<file path="src/rtl/count_sched.sv">
// Round-robin burst scheduler: grants one requester at a time a counting burst
// on a shared modulo-MOD tick counter, with hold, abort and a one-cycle done pulse.
module count_sched #(
  parameter int unsigned NREQ = 4,
  parameter int unsigned MOD  = 12
) (
  input  logic              clk,
  input  logic              rst_n,
  input  logic [NREQ-1:0]   req,
  input  logic [4*NREQ-1:0] len,
  input  logic              hold,
  output logic [NREQ-1:0]   gnt,
  output logic              busy,
  output logic [3:0]        cnt,
  output logic              done,
  output logic [1:0]        done_id
);

  localparam int unsigned IW = (NREQ > 1) ? $clog2(NREQ) : 1;

  typedef enum logic [1:0] {IDLE, RUN, DONE} state_t;

  state_t          state;
  logic [IW-1:0]   winner;
  logic [IW-1:0]   last_winner;
  logic [3:0]      remaining;

  logic [IW-1:0]   pick_c;
  logic [IW-1:0]   idx_c;
  logic            found_c;
  logic [3:0]      len_raw_c;
  logic [3:0]      len_c;
  logic [3:0]      len_arr [NREQ];

  for (genvar g = 0; g < int'(NREQ); g++) begin : g_len
    assign len_arr[g] = len[4*g +: 4];
  end

  // Round-robin search starting just after the previous winner
  always_comb begin
    pick_c  = '0;
    idx_c   = '0;
    found_c = 1'b0;
    for (int k = 1; k <= int'(NREQ); k++) begin
      idx_c = IW'((int'(last_winner) + k) % int'(NREQ));
      if (!found_c && req[idx_c]) begin
        found_c = 1'b1;
        pick_c  = idx_c;
      end
    end
  end

  // Out-of-range burst lengths (0 or above MOD) run a full MOD ticks
  always_comb begin
    len_raw_c = len_arr[pick_c];
    len_c     = len_raw_c;
    if (len_raw_c == 4'd0 || len_raw_c > 4'(MOD)) len_c = 4'(MOD);
  end

  always_ff @(posedge clk or negedge rst_n) begin
    if (!rst_n) begin
      state       <= IDLE;
      gnt         <= '0;
      busy        <= 1'b0;
      cnt         <= '0;
      done        <= 1'b0;
      done_id     <= '0;
      remaining   <= '0;
      winner      <= '0;
      last_winner <= IW'(NREQ - 1);
    end else begin
      done <= 1'b0;
      case (state)
        IDLE: begin
          if (found_c) begin
            winner    <= pick_c;
            gnt       <= NREQ'(1) << pick_c;
            busy      <= 1'b1;
            cnt       <= '0;
            remaining <= len_c;
            state     <= RUN;
          end
        end
        RUN: begin
          // Dropping the winner's request aborts, even on the final tick
          if (!req[winner]) begin
            gnt         <= '0;
            busy        <= 1'b0;
            last_winner <= winner;
            state       <= IDLE;
          end else if (!hold) begin
            cnt       <= (cnt == 4'(MOD - 1)) ? 4'd0 : cnt + 4'd1;
            remaining <= remaining - 4'd1;
            if (remaining == 4'd1) begin
              gnt         <= '0;
              busy        <= 1'b0;
              done        <= 1'b1;
              done_id     <= 2'(winner);
              last_winner <= winner;
              state       <= DONE;
            end
          end
        end
        DONE: state <= IDLE;
        default: state <= IDLE;
      endcase
    end
  end

endmodule

</file>
<file path="config.mk">
export PLATFORM = sky130hd
export DESIGN_NAME = count_sched
export DESIGN_NICKNAME = d
export VERILOG_FILES = /design/src/rtl/count_sched.sv
export SDC_FILE = /design/constraint.sdc
export NUM_CORES = 1
export LEC_CHECK = 0
export BUFFER_PORTS_ARGS = -buffer_cell sky130_fd_sc_hd__buf_2
export CORE_MARGIN = 5
export CORE_UTILIZATION = 52
export DETAILED_ROUTE_END_ITERATION = 6
export PLACE_DENSITY_LB_ADDON = 0.15
export SLEW_MARGIN = 0
export SYNTH_ARGS = -nofsm -noshare
export SYNTH_HDL_FRONTEND = slang
export SYNTH_SLANG_ARGS = --single-unit
</file>
<file path="constraint.sdc">
create_clock -name clk -period 2.58 [get_ports clk]
set_clock_uncertainty 0.05 [all_clocks]
set_input_delay 0.516 -clock clk [delete_from_list [all_inputs] [get_ports clk]]
set_output_delay 0.516 -clock clk [all_outputs]
set_load 0.01 [all_outputs]
</file>
==> impl_metrics.toml <==
[floorplan]
io_pins = 35
die_x_um = 60.41
die_area_um2 = 3649
num_rows = 18
core_area_um2 = 2455
start_util_pct = 53.82
die_h_um = 60.41

[clock_tree]
clock_sink_count = 22
clkLatencyLatePin_ps = 310
cts_tree = "built"
cts_root_buf = "clkbuf_4"
cts_hold_buf = 0
cts_buffer_depth = 2
cts_max_level = 1
post_cts_buffers = 0
cts_resized = 0
cts.clk_slew.worst_paths_ps = 130
numCtsBuffers = 3

[global_routing]
grt_usage_pct = 18.42
antenna_found_initial = 0
grt_overflow = 0
grt_pass1_vias = 1115
grt_pass1_wl_mm = 4.974
grt_start_max_net_pins = 23

[cells_and_area]
drive_above_1_share_pct = 32.94
stdcell_count = 200
antenna_cells = 0
syn2layout_area_growth_pct = 17.99
final_common_cell = "buf_2"
nNetsFinal = 197
fin_util_pct = 63.51
postLayoutCellArea_um2 = 1559
layout.cells.most_common_list = "34 x buf_2, 20 x dfrtp_1, 18 x nand2_1"

[synth]
seq_area_frac_synth_pct = 41.86
synth_top_area_cell = "dfrtp_1"
synth_edf_count = 0
ys_types = 40
syn_inst = 135
ys_top_cells_by_area = "dfrtp_1 38%, nand2_1 5.1%, mux2_2 4.3%"
ys_ff_latch = 22
syn_area_um2 = 1321
synth_top_area_share_pct = 37.88
synth.avg_cell_area_um2 = 9.787
ys_warn_count = 0
synth-main-ff-cell = "dfrtp_1"
syn_nets = 161
async_flop_share_pct = 100.0

[placement]
portBuffers = 34
pre_cts_ws_ps = 340.1
dp_hpwl_mm = 2.463
dp.cells = 196
dpl_cell_area_um2 = 1506
gp_congestion = 0.7790

[worst_setup_path]
path_cells = "inv_1, ha_1, or4b_1, a21oi_1, nor2_1, a22o_1"
start_kind = "flop"
path_class = "reg2reg"
cp_slowest_stage_delay_ps = 530
slowest_stage = "or4b_1"
crit_family = "simple AND/OR/NAND/NOR gates"
regToRegSetupSlack_ps = 460
worst_setup_path_end_kind = "flop"
cp_max_fo = 5
crit_required_ps = 2740
worst-path-buf-inv = 1
cp.arrival_ps = 2290

[sta]
hold_viol_final = 0
fin_ws_ps = 456.6
max_freq_ghz = 0.4709
post-route-period-util_pct = 82.30
slew_headroom_pct = 55.75
min_period_ps = 2123
drv_slew = 0
tightest_slew_ps = 655.4
timing.hold.ws_ps = 87.33
finalSetupViolCount = 0
setup_tns_ps = 0
rsz0062_at_grt = "no"

[routing]
via_per_inst = 5.860
drtIter0Drc = 62
vias = 1172
antenna_left = 0
drc_errors = 0
wl_per_cell_um = 15.57
wl_mm = 3.113
drt_first_pass_iters = 4

[pwr]
fin_total_pwr_mw = 1.794
leakage_nw = 0.7336
powerDensity_nw_per_um2 = 1151
irDropWorstVdd_mv = 0.8396

[job]
drv_cap = 0

[run_status]
status = "finished, final reports clean"

[hold_path]
holdCritPathClass = "in2async"
==> path summary, 6_finish.rpt <==
check	end	from	cells past startpoint
setup / recovery	gnt[1]	remaining[1]	6
hold reg to reg	gnt[0]	gnt[0]	2
hold / removal	cnt[3]	rst_n	1
setup reg to reg	gnt[1]	remaining[1]	6
min in group clk	cnt[2]	hold	2
max in group asynchronous	last_winner[1]	rst_n	1
==> worst reg2reg max path: stages (launching register included) <==
cell and delay, ps:
dfrtp_1 420, inv_1 90, ha_1 140, or4b_1 530, a21oi_1 420, nor2_1 160
a22o_1 220
==> layout make-up <==
class                   count  area [um2]
fillers                   211       895.9
multi-input cells         104       723.2
flip-flops and latches     22       553.0
repair buffers             34       170.2
well taps                  30       37.54
clock inverters             1       30.03
clock buffers               3       22.52
inverters                   6       22.52
==> kinds of logic after synthesis <==
| kind of cell | Yosys count | synth area share [%] |
|---|---|---|
| fa+ha+maj | 3 | 2.841 |
| simple gates | 50 | 20.55 |
| flops | 22 | 41.86 |
| compound gates | 39 | 20.46 |
| mux | 12 | 10.89 |
| buf+inv | 9 | 3.409 |
==> report_power, final <==
group / internal, mW / leakage [nW] / switching [mW] / total, mW
clock network: 0.157 / 0.0279 / 0.110 / 0.267
logic: 0.397 / 0.430 / 0.500 / 0.897
registers: 0.492 / 0.276 / 0.137 / 0.629
total: 1.05 / 0.734 / 0.748 / 1.79
==> flip-flops by register name, indices dropped and copies added (netlist names) <==
register     count
winner           2
cnt              4
remaining        4
done_id          2
done             1
busy             1
gnt              4
last_winner      2
state            2
==> synth_stat cells (2+ instances only) <==
cell type  instances
dfrtp_1           20
nand2_1           18
o21ai_0           10
a21oi_1            8
nor3_1             7
inv_1              6
nor2_1             6
mux2_2             5
mux2i_1            5
nand3_1            5
a31oi_1            4
o31ai_1            4
ha_1               3
nand2b_1           3
a21oi_2            2
a22o_1             2
a32o_1             2
dfstp_2            2
nor2_4             2
==> metal layers <==
metal | wire [um] | track usage (%)
met5 | 0 | 0
met4 | 34 | 5.696
met3 | 109 | 1.915
met2 | 1663 | 33.18
met1 | 1307 | 23.15
Note: power is estimated with default switching activity, not from simulation.
